--- src/rtl/act_packer_if.sv ---
// Handshake bundle for act_packer: the valid-only sample stream in, the
// ready/valid packed-word stream out.
interface act_packer_if;
    logic        data_valid;
    logic [31:0] data;
    logic [4:0]  shift;
    logic        flush;
    logic        word_valid;
    logic [31:0] word;
    logic [3:0]  mask;
    logic        word_ready;

    modport master (
        output data_valid, data, shift, flush, word_ready,
        input  word_valid, word, mask
    );

    modport slave (
        input  data_valid, data, shift, flush, word_ready,
        output word_valid, word, mask
    );
endinterface

--- src/rtl/act_packer.sv ---
// Requantizes signed 32-bit activations to int8 by arithmetic right shift and
// saturation, packs four bytes little-endian per word, and queues the words in a FIFO.
module act_packer #(
    parameter int unsigned DEPTH = 4
) (
    input  logic                       clk_i,
    input  logic                       rst_ni,
    act_packer_if.slave                bus_io,
    output logic [$clog2(DEPTH):0]     level_o,
    output logic                       overflow_o
);
    localparam int unsigned AW = $clog2(DEPTH);
    localparam int unsigned LW = AW + 1;

    logic              s1_valid_q, s1_flush_q;
    logic [7:0]        s1_byte_q, s1_byte_d;
    logic signed [31:0] shifted;

    always_comb begin
        shifted = $signed(bus_io.data) >>> bus_io.shift;
        if (shifted > 32'sd127) begin
            s1_byte_d = 8'h7F;
        end else if (shifted < -32'sd128) begin
            s1_byte_d = 8'h80;
        end else begin
            s1_byte_d = shifted[7:0];
        end
    end

    always_ff @(posedge clk_i or negedge rst_ni) begin
        if (!rst_ni) begin
            s1_valid_q <= 1'b0;
            s1_flush_q <= 1'b0;
            s1_byte_q  <= 8'h00;
        end else begin
            s1_valid_q <= bus_io.data_valid;
            s1_flush_q <= bus_io.flush;
            s1_byte_q  <= s1_byte_d;
        end
    end

    logic [1:0]  lane_q, lane_d;
    logic [23:0] acc_q, acc_d;
    logic        push;
    logic [35:0] push_entry;

    // Sample is applied first; a same-cycle flush then sees the updated lane count.
    always_comb begin
        lane_d     = lane_q;
        acc_d      = acc_q;
        push       = 1'b0;
        push_entry = '0;
        if (s1_valid_q) begin
            unique case (lane_q)
                2'd0: begin acc_d[7:0]   = s1_byte_q; lane_d = 2'd1; end
                2'd1: begin acc_d[15:8]  = s1_byte_q; lane_d = 2'd2; end
                2'd2: begin acc_d[23:16] = s1_byte_q; lane_d = 2'd3; end
                default: begin
                    push       = 1'b1;
                    push_entry = {4'b1111, s1_byte_q, acc_q};
                    lane_d     = 2'd0;
                    acc_d      = '0;
                end
            endcase
        end
        if (s1_flush_q && (lane_d != 2'd0)) begin
            push = 1'b1;
            unique case (lane_d)
                2'd1:    push_entry = {4'b0001, 24'h0, acc_d[7:0]};
                2'd2:    push_entry = {4'b0011, 16'h0, acc_d[15:0]};
                default: push_entry = {4'b0111, 8'h0, acc_d};
            endcase
            lane_d = 2'd0;
            acc_d  = '0;
        end
    end

    always_ff @(posedge clk_i or negedge rst_ni) begin
        if (!rst_ni) begin
            lane_q <= 2'd0;
            acc_q  <= '0;
        end else begin
            lane_q <= lane_d;
            acc_q  <= acc_d;
        end
    end

    logic [35:0]   mem_q [DEPTH];
    logic [AW-1:0] wptr_q, rptr_q;
    logic [LW-1:0] level_q, level_d;
    logic          overflow_q;
    logic          empty, full, pop, wr_en;

    always_comb begin
        empty   = (level_q == '0);
        full    = (level_q == LW'(DEPTH));
        pop     = !empty && bus_io.word_ready;
        wr_en   = push && (!full || pop);
        level_d = level_q + LW'(wr_en) - LW'(pop);
    end

    always_ff @(posedge clk_i or negedge rst_ni) begin
        if (!rst_ni) begin
            for (int unsigned i = 0; i < DEPTH; i++) begin
                mem_q[i] <= '0;
            end
            wptr_q     <= '0;
            rptr_q     <= '0;
            level_q    <= '0;
            overflow_q <= 1'b0;
        end else begin
            if (wr_en) begin
                mem_q[wptr_q] <= push_entry;
                wptr_q        <= wptr_q + AW'(1);
            end
            if (pop) begin
                rptr_q <= rptr_q + AW'(1);
            end
            if (push && full && !pop) begin
                overflow_q <= 1'b1;
            end
            level_q <= level_d;
        end
    end

    always_comb begin
        bus_io.word_valid = !empty;
        bus_io.word       = empty ? 32'h0 : mem_q[rptr_q][31:0];
        bus_io.mask       = empty ? 4'h0 : mem_q[rptr_q][35:32];
        level_o           = level_q;
        overflow_o        = overflow_q;
    end
endmodule
--- src/flat_wrapper.sv ---
// flat-port wrapper written by rule: the top's interface ports become plain ports
module act_packer_flat 
#(
    parameter int unsigned DEPTH = 4
)
  (clk_i, rst_ni, level_o, overflow_o, bus_io_data_valid, bus_io_data, bus_io_shift, bus_io_flush, bus_io_word_ready, bus_io_word_valid, bus_io_word, bus_io_mask);
  act_packer_if bus_io_i ();
  input  logic clk_i;
  input  logic rst_ni;
  output logic [$clog2(DEPTH):0] level_o;
  output logic overflow_o;
  input wire logic [$bits(bus_io_i.data_valid)-1:0] bus_io_data_valid;
  input wire logic [$bits(bus_io_i.data)-1:0] bus_io_data;
  input wire logic [$bits(bus_io_i.shift)-1:0] bus_io_shift;
  input wire logic [$bits(bus_io_i.flush)-1:0] bus_io_flush;
  input wire logic [$bits(bus_io_i.word_ready)-1:0] bus_io_word_ready;
  output wire logic [$bits(bus_io_i.word_valid)-1:0] bus_io_word_valid;
  output wire logic [$bits(bus_io_i.word)-1:0] bus_io_word;
  output wire logic [$bits(bus_io_i.mask)-1:0] bus_io_mask;
  assign bus_io_i.data_valid = bus_io_data_valid;
  assign bus_io_i.data = bus_io_data;
  assign bus_io_i.shift = bus_io_shift;
  assign bus_io_i.flush = bus_io_flush;
  assign bus_io_i.word_ready = bus_io_word_ready;
  assign bus_io_word_valid = bus_io_i.word_valid;
  assign bus_io_word = bus_io_i.word;
  assign bus_io_mask = bus_io_i.mask;
  act_packer #(.DEPTH(DEPTH)) u_core (.clk_i(clk_i), .rst_ni(rst_ni), .bus_io(bus_io_i), .level_o(level_o), .overflow_o(overflow_o));
endmodule
--- config.mk ---
export PLATFORM = sky130hd
export DESIGN_NAME = act_packer_flat
export DESIGN_NICKNAME = d
export VERILOG_FILES = /design/src/rtl/act_packer_if.sv /design/src/rtl/act_packer.sv /design/src/flat_wrapper.sv
export SDC_FILE = /design/constraint.sdc
export NUM_CORES = 1
export LEC_CHECK = 0
export BUFFER_PORTS_ARGS = -buffer_cell sky130_fd_sc_hd__buf_2
export CORE_AREA = 2 2 193 195
export CTS_BUF_LIST = sky130_fd_sc_hd__clkbuf_16
export CTS_CLUSTER_DIAMETER = 40
export DETAILED_ROUTE_END_ITERATION = 6
export DIE_AREA = 0 0 195 197
export GPL_TIMING_DRIVEN = 0
export HOLD_SLACK_MARGIN = 0.15
export PLACE_DENSITY_LB_ADDON = 0.2
export SLEW_MARGIN = 20
export SYNTH_ARGS = -nofsm -noshare
export SYNTH_HDL_FRONTEND = slang
export SYNTH_SLANG_ARGS = --single-unit
export TNS_END_PERCENT = 5
--- constraint.sdc ---
create_clock -name clk_i -period 3.65 [get_ports clk_i]
set_input_delay 0.365 -clock clk_i [delete_from_list [all_inputs] [get_ports clk_i]]
set_output_delay 0.365 -clock clk_i [all_outputs]
set_load 0.05 [all_outputs]
==> impl_metrics.env, run 1 <==
export IMPL_outcome="finished, final reports clean"
export IMPL_place_hpwl_um=23390
export IMPL_tightestPinTransition_ns=1.073
export IMPL_yosys_area_top_type="dfrtp_1"
export IMPL_dpl_worst_slack_ns=-0.3615
export IMPL_yosys_most_used_dff="dfrtp_1"
export IMPL_cts_num_sinks=188
export IMPL_synth_cell_types=57
export IMPL_row_count=70
export IMPL_rsz0062_at_grt="true"
export IMPL_report_power_total_mw=8.394
export IMPL_number_of_design_rule_violations_left_after_detail_routing=0
export IMPL_synth_compound_area_share_pct=16.53
export IMPL_count_of_mapped_cells_out_of_synthesis=1072
export IMPL_grt_pass1_vias=9041
export IMPL_setup_reg_to_reg_worst_slack_ns=0.11
export IMPL_synth_largest_type_area_fraction_pct=43.80
export IMPL_via_count=8800
export IMPL_synthesis_area_per_instance_um2=10.02
export IMPL_ys_seq_area_share_pct=43.80
export IMPL_leakagePower_nw=5.305
export IMPL_reg2reg_depth=11
export IMPL_diodes=0
export IMPL_cts_root_buffer_cell="clkbuf_16"
export IMPL_min_to="u_core.rptr_q[0]$_DFFE_PN0P_"
export IMPL_clock_insertion_delay_worst_skew_ns=0.44
export IMPL_use_met2_pct=30.57
export IMPL_critPathKind="register to register"
export IMPL_fp_dieArea_um2=38420
export IMPL_setup_fix_buffers_added_after_clock_tree_synthesis=0
export IMPL_numCtsBuffers=17
export IMPL_route_detailed_vias_per_inst=5.314
export IMPL_drt_first_pass_iters=5
export IMPL_tns_ns=0
export IMPL_buffer_ports_inserted=79
export IMPL_worst_setup_path_end_kind="register"
export IMPL_busiest_layer="met2"
export IMPL_clock_tree_from_tritoncts="done"
export IMPL_num_nets_final=1231
export IMPL_ioPinCount=83
export IMPL_postRouteWirelength_um=32650
export IMPL_yosys_warnings=0
export IMPL_mappedNetlistArea_um2=10740
export IMPL_synthMuxAreaShare_pct=19.13
export IMPL_grt_overflow_total=0
export IMPL_timing_final_hold_violations=0
export IMPL_design_core_area_um2=36260
export IMPL_synth_commonest_cells="nand2_1, dfrtp_1, o21ai_0"
export IMPL_post_route_period_util_pct=97.02
export IMPL_antenna_violations_before_repair=0
export IMPL_timing_final_ws_setup_ns=0.1086
export IMPL_layout_cells_sized_above_1_pct=20.37
export IMPL_timing_critical_path_from_type="register"
export IMPL_hold_path_startpoint="bus_io_word_ready"
export IMPL_critPathArrivalTime_ns=3.86
export IMPL_crit_reg2reg_capture="u_core.mem_q[33]$_DFFE_PN0P_"
export IMPL_synth_ff_latch_count=188
export IMPL_maximum_number_of_pins_on_one_net_before_global_route_repair=74
export IMPL_maxClockFrequency_ghz=0.2824
export IMPL_postSynthNetCount=1128
export IMPL_first_pass_grt_wire_length_um=52450
export IMPL_synth_async_sr_flop_share_pct=100.0
export IMPL_dr_first_iter_drc_count=650
export IMPL_synth_xor_xnor_area_share_pct=0.4077
export IMPL_vdd_ir_drop_worst_mv=0.3229
export IMPL_required_ns=3.97
export IMPL_grt_util_met1_pct=23.11
export IMPL_die_h_um=197
export IMPL_finalWeightedCongestion=0.8854
export IMPL_drv_cap=0
export IMPL_period_minus_slack_ns=3.541
export IMPL_setup_viol_count_final=0
export IMPL_fillerInstances=3786
export IMPL_clockBufferDepth=2
export IMPL_clk_pin_slew_ns=0.07
export IMPL_max_slew_margin_pct=28.28
export IMPL_cp_max_fo=10
export IMPL_initial_core_utilization_pct=29.62
export IMPL_power_per_cell_area_nw_per_um2=671.6
export IMPL_post_synth_simple_gate_area_pct=14.28
export IMPL_wl_per_cell_um=19.71
export IMPL_synth_area_top_cells="dfrtp_1, mux4_2, o21ai_0"
export IMPL_yosysMostFrequentCell="nand2_1"
export IMPL_class_of_the_worst_hold_path="primary input to register"
export IMPL_slew_viol_final=0
export IMPL_global_route_usage_total_pct=17.48
export IMPL_grt_met3_usage_pct=1.814
export IMPL_synth_edf_count=0
export IMPL_hold_path_cell_count=3
export IMPL_synth_adder_area_share_pct=1.701
export IMPL_die_width_um=195
export IMPL_synth_top_family_by_area="multiplexers"
export IMPL_cts_htree_levels=4
export IMPL_critical_path_reg2reg_startpoint="u_core.lane_q[0]$_DFF_PN0_"
export IMPL_ant_nets=0
export IMPL_clock_skew_ns=0.01078
export IMPL_syn_to_final_growth_pct=16.37
-- registers in the layout, indices dropped and copies added (netlist names) --
register and flops:
u_core.s1_valid_q 1, u_core.level_o 3, u_core.s1_flush_q 1, u_core.mem_q 144
u_core.overflow_o 1, u_core.wptr_q 2, u_core.acc_q 24, u_core.rptr_q 2
u_core.lane_q 2, u_core.s1_byte_q 8
-- final cells by class --
| class | count | area, um^2 | area share (%) |
|---|---|---|---|
| clock buffer | 17 | 425.4 | 3.404 |
| sequential | 188 | 4705 | 37.64 |
| multi-input combinational | 776 | 5659 | 45.28 |
| timing repair buffer | 84 | 490.5 | 3.924 |
| tap | 468 | 585.6 | 4.685 |
| clock inverter | 15 | 157.7 | 1.261 |
| buffer | 90 | 407.9 | 3.264 |
| inverter | 18 | 67.56 | 0.5406 |
-- cells in the final DEF, fill, tap and decap left out, drive strengths merged, types with 4 or more instances in the layout --
master,instances
a22oi,24
a211oi,11
dfrtp,188
inv,25
nor4b,5
a311oi,5
o22ai,5
nor2,53
buf,99
o211ai,6
ha,13
a2bb2oi,8
nand2b,9
and3,4
clkinv,5
a31oi,10
nand3,5
a21oi,47
o21ai,164
and2,48
nor3,9
nand2,191
clkbuf,87
mux2i,32
mux4,72
a32oi,5
mux2,10
-- per-stage QoR --
| step | cell area [um^2] | utilization, % | hold slack (ns) | std cells |
|---|---|---|---|---|
| after floorplan | 10740 | - | 0.06941 | 1072 |
| after global placement | 11720 | 32.33 | 0.4436 | 1619 |
| after detailed placement | 11790 | 32.51 | 0.3055 | 1621 |
| after CTS | 12410 | 34.24 | 0.2974 | 1656 |
| after global routing | 12500 | 34.47 | 0.3253 | 1656 |
| final | 12500 | 34.47 | 0.3045 | 1656 |
-- how the worst max path moves through the flow --
stage / start / endpoint / slack [ns] / cells past startpoint
2_1_floorplan: u_core.lane_q[0]$_DFF_PN0_ / u_core.mem_q[33]$_DFFE_PN0P_ / 0.68 / 11
4_1_cts: u_core.rptr_q[0]$_DFFE_PN0P_ / bus_io_word[25] / -0.06 / 5
3_3_place_gp: rst_ni / u_core.mem_q[17]$_DFFE_PN0P_ / -1.11 / 1
3_5_place_dp: u_core.lane_q[0]$_DFF_PN0_ / u_core.mem_q[58]$_DFFE_PN0P_ / -0.36 / 12
6_report: u_core.lane_q[0]$_DFF_PN0_ / u_core.mem_q[33]$_DFFE_PN0P_ / 0.11 / 11
5_1_grt: u_core.lane_q[0]$_DFF_PN0_ / u_core.mem_q[33]$_DFFE_PN0P_ / -0.1 / 11
-- logic make-up after synthesis --
family                     Yosys count
muxes                              114
xor gates and xnor gates             5
AOI/OAI and AO/OA                  301
adders and majority gates           14
DFF                                188
buffers and inverters              108
and+or+nand+nor                    342
-- worst max-delay path, stage by stage (launching register included) --
cell,delay (ns)
dfrtp_1,0.42
ha_1,0.21
clkbuf_1,0.21
clkbuf_2,0.25
o21ai_0,0.29
o21ai_0,0.25
ha_1,0.28
nand2b_1,0.19
a21oi_4,0.33
nand2_1,0.27
clkbuf_1,0.36
mux2_2,0.36
-- power by group --
part | leakage, nW | internal (mW) | switching [mW] | total (mW)
logic | 2.49 | 1.20 | 2.40 | 3.60
clock network | 0.281 | 0.971 | 0.899 | 1.87
registers | 2.53 | 2.60 | 0.321 | 2.92
total | 5.30 | 4.78 | 3.62 | 8.39
-- what timing repair did --
item                                    4_1_cts  5_1_grt
endpoints found under the setup margin      159      153
resized for setup                             5       42
hold buffers                                  3        0
hold endpoints to repair                     52        0
-- routing by layer --
| metal | wire length [um] | share of wire [%] |
|---|---|---|
| met1 | 14610 | 45 |
| met4 | 628 | 1.9 |
| met5 | 0 | 0 |
| met3 | 1066 | 3.3 |
| met2 | 16340 | 50 |
(Power assumes the default switching activity.)
==> run 2: changes to the inputs <==
==> constraint.sdc (replaced) <==
create_clock -name clk_i -period 3.65 [get_ports clk_i]
set_input_delay 0.73 -clock clk_i [delete_from_list [all_inputs] [get_ports clk_i]]
set_output_delay 0.73 -clock clk_i [all_outputs]
set_load 0.05 [all_outputs]
==> run 2 against run 1 <==
Compared with the run above:
- final cell count shrank 0.18%
- via count shrank 0.22%
- maximum frequency grew 0.24%
- count of clock-buffer cells in the layout is the same
- register-to-register slack is essentially flat
==> impl_metrics.env, run 2 (same netlist as run 1, synthesis figures left out) <==
export IMPL_wl_per_cell_um=19.77
export IMPL_postRouteWirelength_um=32680
export IMPL_maxClockFrequency_ghz=0.2830
export IMPL_grt_pass1_vias=9030
export IMPL_outcome="finished, final reports clean"
export IMPL_share_clk_of_total_power_pct=22.3
export IMPL_design_core_area_um2=36260
export IMPL_grt_met3_usage_pct=1.831
export IMPL_timing_critical_path_from_type="register"
export IMPL_rsz0062_at_grt="true"
export IMPL_sequentialPowerShare_pct=34.9
export IMPL_cp_max_fo=10
export IMPL_largestRegisters="u_core.mem_q x144, u_core.acc_q x24, u_core.s1_byte_q x8"
export IMPL_dpl_worst_slack_ns=-0.3615
export IMPL_numCtsBuffers=17
export IMPL_cts_num_sinks=188
export IMPL_antenna_violations_before_repair=0
export IMPL_worst_setup_path_end_kind="register"
export IMPL_layout_common_cells="dfrtp_1, nand2_1, o21ai_0, buf_2, mux4_2"
export IMPL_finalWeightedCongestion=0.8854
export IMPL_buffer_ports_inserted=79
export IMPL_critPathArrivalTime_ns=3.82
export IMPL_syn_to_final_growth_pct=16.06
export IMPL_drt_first_pass_iters=5
export IMPL_layout_commonest_cell="dfrtp_1"
export IMPL_via_count=8781
export IMPL_tns_ns=0
export IMPL_number_of_design_rule_violations_left_after_detail_routing=0
export IMPL_layout_cells_sized_above_1_pct=20.17
export IMPL_route_detailed_vias_per_inst=5.312
export IMPL_die_h_um=197
export IMPL_cts_htree_levels=4
export IMPL_class_of_the_worst_hold_path="primary input to asynchronous set/reset pin"
export IMPL_setup_viol_count_final=0
export IMPL_worst_hold_slack_across_all_endpoints_ns=0.1967
export IMPL_power_frac_comb_pct=42.9
export IMPL_post_route_period_util_pct=96.80
export IMPL_clock_tree_from_tritoncts="done"
export IMPL_cts_root_buffer_cell="clkbuf_16"
export IMPL_setup_reg_to_reg_worst_slack_ns=0.12
export IMPL_first_pass_grt_wire_length_um=52400
export IMPL_max_slew_margin_pct=26.78
export IMPL_power_net_switching_mw=3.612
export IMPL_period_minus_slack_ns=3.533
export IMPL_timing_final_hold_violations=0
export IMPL_clockBufferDepth=2
export IMPL_vdd_ir_drop_worst_mv=0.3201
export IMPL_p_int_mw=4.774
export IMPL_max_flop_register="u_core.mem_q"
export IMPL_place_hpwl_um=23390
export IMPL_swShare_pct=43.07
export IMPL_initial_core_utilization_pct=29.62
export IMPL_fp_dieArea_um2=38420
export IMPL_global_route_usage_total_pct=17.47
export IMPL_grt_util_met1_pct=23.06
export IMPL_fillerInstances=3778
export IMPL_leakagePower_nw=5.284
export IMPL_ant_nets=0
export IMPL_timing_final_ws_setup_ns=0.1170
export IMPL_critPathKind="register to register"
export IMPL_ioPinCount=83
export IMPL_dr_first_iter_drc_count=663
export IMPL_use_met2_pct=30.57
export IMPL_clk_pin_slew_ns=0.07
export IMPL_diodes=0
export IMPL_row_count=70
export IMPL_grt_overflow_total=0
export IMPL_required_ns=3.94
export IMPL_clock_insertion_delay_worst_skew_ns=0.43
export IMPL_clock_skew_ns=0.009907
export IMPL_die_width_um=195
export IMPL_power_per_cell_area_nw_per_um2=672.7
export IMPL_maximum_number_of_pins_on_one_net_before_global_route_repair=74
export IMPL_number_of_flip_flops_under_the_largest_register_name=144
export IMPL_drv_cap=0
export IMPL_num_nets_final=1228
export IMPL_setup_fix_buffers_added_after_clock_tree_synthesis=0
export IMPL_busiest_layer="met2"
export IMPL_slew_viol_final=0
export IMPL_tightestPinTransition_ns=1.096
[run 2: through the flow]
stage          instances  area (um^2)  power [mW]  utilization [%]
5_1_grt             1653        12470       8.931            34.38
2_1_floorplan       1072        10740       5.405                -
3_3_place_gp        1619        11720       6.487            32.33
3_5_place_dp        1621        11790       6.524            32.51
6_report            1653        12470       8.386            34.38
4_1_cts             1653        12400       8.420            34.20
[run 2: final timing paths]
path                                                  to  depth (start not counted)                           from
min reg2reg                u_core.overflow_o$_DFFE_PN0P_                          1  u_core.overflow_o$_DFFE_PN0P_
min in group clk_i           u_core.s1_valid_q$_DFF_PN0_                          1              bus_io_data_valid
min                         u_core.mem_q[32]$_DFFE_PN0P_                          1                         rst_ni
max reg2reg                u_core.mem_q[142]$_DFFE_PN0P_                         12     u_core.lane_q[0]$_DFF_PN0_
max                        u_core.mem_q[142]$_DFFE_PN0P_                         12     u_core.lane_q[0]$_DFF_PN0_
max in group asynchronous  u_core.mem_q[126]$_DFFE_PN0P_                          3                         rst_ni
[run 2: what timing repair did]
action | in CTS | in global routing
endpoints found under the hold margin | 0 | 0
setup endpoints to repair | 159 | 145
pin swaps | 0 | 0
resized for setup | 10 | 29
gates cloned | 0 | 0
hold buffers | 0 | 0
[run 2: per-layer routing]
metal	vias up	part of all wire, %
met1	4413	45
li1	4075	-
met3	48	3.3
met4	0	2.2
met2	245	50
met5	-	0
[run 2: final cells by class]
cell class / instances / area [um^2] / share of cell area, %
inverter: 18 / 67.56 / 0.5420
sequential: 188 / 4705 / 37.74
clock buffer: 17 / 425.4 / 3.413
buffer: 90 / 410.4 / 3.292
multi-input combinational: 776 / 5654 / 45.36
clock inverter: 15 / 157.7 / 1.265
timing repair buffer: 81 / 460.4 / 3.694
tap: 468 / 585.6 / 4.697
[run 2: power groups by stage]
stage               logic, mW  clock network, mW  registers (mW)
global route             3.96               1.98            2.99
finish                   3.59               1.87            2.92
global placement         3.54                  0            2.95
floorplan                2.47                  0            2.93
CTS                      3.59               1.91            2.92
detailed placement       3.57                  0            2.96
[run 2: critical path, stage by stage (launching register included)]
cell      delay [ns]
dfrtp_1         0.42
ha_1            0.21
clkbuf_1        0.20
clkbuf_2        0.25
o21ai_0         0.28
o21ai_0         0.25
ha_1            0.28
nor2b_1         0.12
clkbuf_1        0.29
nor2_1          0.20
clkbuf_2        0.30
a21oi_1         0.40
o21ai_0         0.17
==> run 3: changes to the inputs <==
Settings changed: CTS_CLUSTER_DIAMETER 40 to 80, RECOVER_POWER set to 25.
Clock period 3.65 ns to 2.86 ns, I/O delays scaled along.
==> run 3 against run 2 <==
Compared with the run above:
- clock power grew 35%
- critical path depth shrank 2
- flip-flop and latch count is the same
- non-clock buffer count shrank 3
- global-route usage grew 0.15 points
- setup slack lost 0.036 ns
- via count shrank 0.80%
- hold slack gained 0.043 ns
- final cell count shrank 0.18%
- combinational power grew 35%
- utilization grew 0.81 points
- critical path type unchanged
- largest power group unchanged
==> impl_metrics.env, run 3 (same netlist as run 1, synthesis figures left out) <==
export IMPL_clock_insertion_delay_worst_skew_ns=0.43
export IMPL_timing_final_hold_violations=0
export IMPL_global_route_usage_total_pct=17.62
export IMPL_max_slew_margin_pct=10.53
export IMPL_fillerInstances=3801
export IMPL_layout_cells_sized_above_1_pct=26.31
export IMPL_tightestPinTransition_ns=1.342
export IMPL_cpMaxStageDelayCell="dfrtp_2"
export IMPL_wl_per_cell_um=19.76
export IMPL_grt_pass1_vias=9099
export IMPL_slew_viol_final=0
export IMPL_setup_reg_to_reg_worst_slack_ns=0.08
export IMPL_syn_to_final_growth_pct=18.79
export IMPL_vdd_ir_drop_worst_mv=0.5188
export IMPL_min_to="u_core.s1_valid_q$_DFF_PN0_"
export IMPL_critPathArrivalTime_ns=3.09
export IMPL_layout_common_cells="nand2_1, dfrtp_1, o21ai_0, buf_2, mux4_2"
export IMPL_cp_max_fo=10
export IMPL_power_per_cell_area_nw_per_um2=873.4
export IMPL_place_hpwl_um=23480
export IMPL_rsz0062_at_grt="true"
export IMPL_placed_cells_incl_taps=1621
export IMPL_drv_cap=0
export IMPL_num_nets_final=1225
export IMPL_required_ns=3.17
export IMPL_final_design_area_no_fill_um2=12760
export IMPL_outcome="finished, final reports clean"
export IMPL_hold_path_startpoint="bus_io_data_valid"
export IMPL_setup_viol_count_final=0
export IMPL_clock_tree_from_tritoncts="done"
export IMPL_die_width_um=195
export IMPL_max_flop_register="u_core.mem_q"
export IMPL_finalWeightedCongestion=0.8647
export IMPL_initial_core_utilization_pct=29.62
export IMPL_final_cell_count_no_fill=1650
export IMPL_period_minus_slack_ns=2.779
export IMPL_clk_pin_slew_ns=0.07
export IMPL_maximum_number_of_pins_on_one_net_before_global_route_repair=97
export IMPL_antenna_violations_before_repair=1
export IMPL_die_h_um=197
export IMPL_reg2reg_depth=10
export IMPL_report_power_total_mw=11.14
export IMPL_row_count=70
export IMPL_class_of_the_worst_hold_path="primary input to register"
export IMPL_ioPinCount=83
export IMPL_critical_path_reg2reg_startpoint="u_core.lane_q[0]$_DFF_PN0_"
export IMPL_dpl_cell_area_um2=11790
export IMPL_cts_num_sinks=188
export IMPL_ant_nets=0
export IMPL_postRouteWirelength_um=32600
export IMPL_dr_first_iter_drc_count=471
export IMPL_via_count=8711
export IMPL_maxClockFrequency_ghz=0.3599
export IMPL_drt_first_pass_iters=5
export IMPL_critPathKind="register to register"
export IMPL_number_of_flip_flops_under_the_largest_register_name=144
export IMPL_first_pass_grt_wire_length_um=52700
export IMPL_clock_skew_ns=0.01062
export IMPL_max_stage_delay_ns=0.45
export IMPL_largestRegisters="u_core.mem_q x144, u_core.acc_q x24, u_core.s1_byte_q x8"
export IMPL_cts_root_buffer_cell="clkbuf_16"
export IMPL_timing_critical_path_from_type="register"
export IMPL_worst_setup_path_end_kind="register"
export IMPL_hold_path_cell_count=1
export IMPL_route_detailed_vias_per_inst=5.279
export IMPL_numCtsBuffers=17
export IMPL_post_route_period_util_pct=97.16
export IMPL_clockBufferDepth=2
export IMPL_critical_path_cell_chain="ha_4 -> clkbuf_4 -> o21ai_2 -> o21ai_2 -> ha_1 -> nand2b_2 -> a21oi_4 -> buf_4 -> ha_1 -> fa_1"
export IMPL_crit_reg2reg_capture="u_core.level_o[1]$_DFF_PN0_"
export IMPL_grt_overflow_total=0
export IMPL_design_core_area_um2=36260
export IMPL_cts_htree_levels=4
export IMPL_fp_dieArea_um2=38420
export IMPL_number_of_design_rule_violations_left_after_detail_routing=0
export IMPL_diodes=0
export IMPL_leakagePower_nw=5.402
export IMPL_buffer_ports_inserted=79
export IMPL_finalCoreUtilization_pct=35.19
-- run 3: cell types whose count changed in the layout (fill, tap and decap cells not counted), sizes merged --
cell | before | now
inv | 25 | 22
clkbuf | 87 | 72
buf | 98 | 112
bufinv | 1 | 4
clkdlybuf4s18 | 1 | 0
clkinv | 5 | 4
clkdlybuf4s15 | 2 | 0
clkinvlp | 2 | 3
dlygate4sd3 | 0 | 1
-- run 3: timing repair --
item | CTS | global route
endpoints found under the hold margin | 3 | 0
pin swaps | 3 | 3
hold buffers | 1 | 0
gates cloned | 0 | 0
setup endpoints to repair | 218 | 199
buffers inserted | 1 | 1
gates resized for setup | 109 | 54
-- run 3: power breakdown --
part           leakage [nW]  total, mW  switching (mW)  internal, mW
sequential             2.53       3.79           0.462          3.33
combinational          2.57       4.83            3.12          1.71
clock                 0.301       2.52            1.06          1.47
total                  5.40       11.1            4.64          6.50
-- run 3: worst max-delay path by stage --
stage	startpoint	endpoint	slack (ns)	cells after the start
3_5_place_dp	u_core.lane_q[0]$_DFF_PN0_	u_core.mem_q[21]$_DFFE_PN0P_	-0.99	12
2_1_floorplan	bus_io_shift[0]	u_core.s1_byte_q[0]$_DFF_PN0_	0.007	9
6_report	u_core.lane_q[0]$_DFF_PN0_	u_core.level_o[1]$_DFF_PN0_	0.08	10
5_1_grt	u_core.lane_q[0]$_DFF_PN0_	u_core.level_o[1]$_DFF_PN0_	-0.05	10
4_1_cts	u_core.lane_q[1]$_DFF_PN0_	u_core.level_o[1]$_DFF_PN0_	-0.03	10
3_3_place_gp	rst_ni	u_core.acc_q[7]$_DFF_PN0_	-2.10	1
-- run 3: through the flow --
stage          setup TNS, ns  hold slack, ns  worst slack (ns)
2_1_floorplan              0          0.2764          0.006980
3_3_place_gp         -539.34          0.4450            -2.104
3_5_place_dp         -148.26          0.3689           -0.9870
4_1_cts             -0.04591          0.2265          -0.02825
5_1_grt              -0.4163          0.2238          -0.04856
6_report                   0          0.2397           0.08110
-- run 3: metal layers --
layer / global-route usage [%] / vias up / wire length (um)
met4: 5.626 / 2 / 702
met2: 29.93 / 212 / 15780
li1: - / 4085 / -
met5: 0 / - / 13
met3: 2.242 / 43 / 1091
met1: 23.44 / 4369 / 15010
-- run 3: layout make-up --
cell class                 instances  area (um^2)  area share [%]
timing repair buffer              84        434.2           3.403
clock inverter                    15        196.4           1.540
inverter                          18        67.56          0.5296
tap                              468        585.6           4.590
clock buffer                      17        425.4           3.334
multi-input combinational        776         5864           45.96
sequential                       188         4708           36.90
buffer                            84        476.7           3.736
-- run 3: worst max-delay path: cells and delay by family (launching register included) --
kind | cells | cell delay (ns)
and+or+nand+nor | 1 | 0.22
adders and majority gates | 4 | 1.00
buffers and inverters | 2 | 0.38
AOI/OAI and AO/OA | 3 | 0.59
DFF | 1 | 0.45
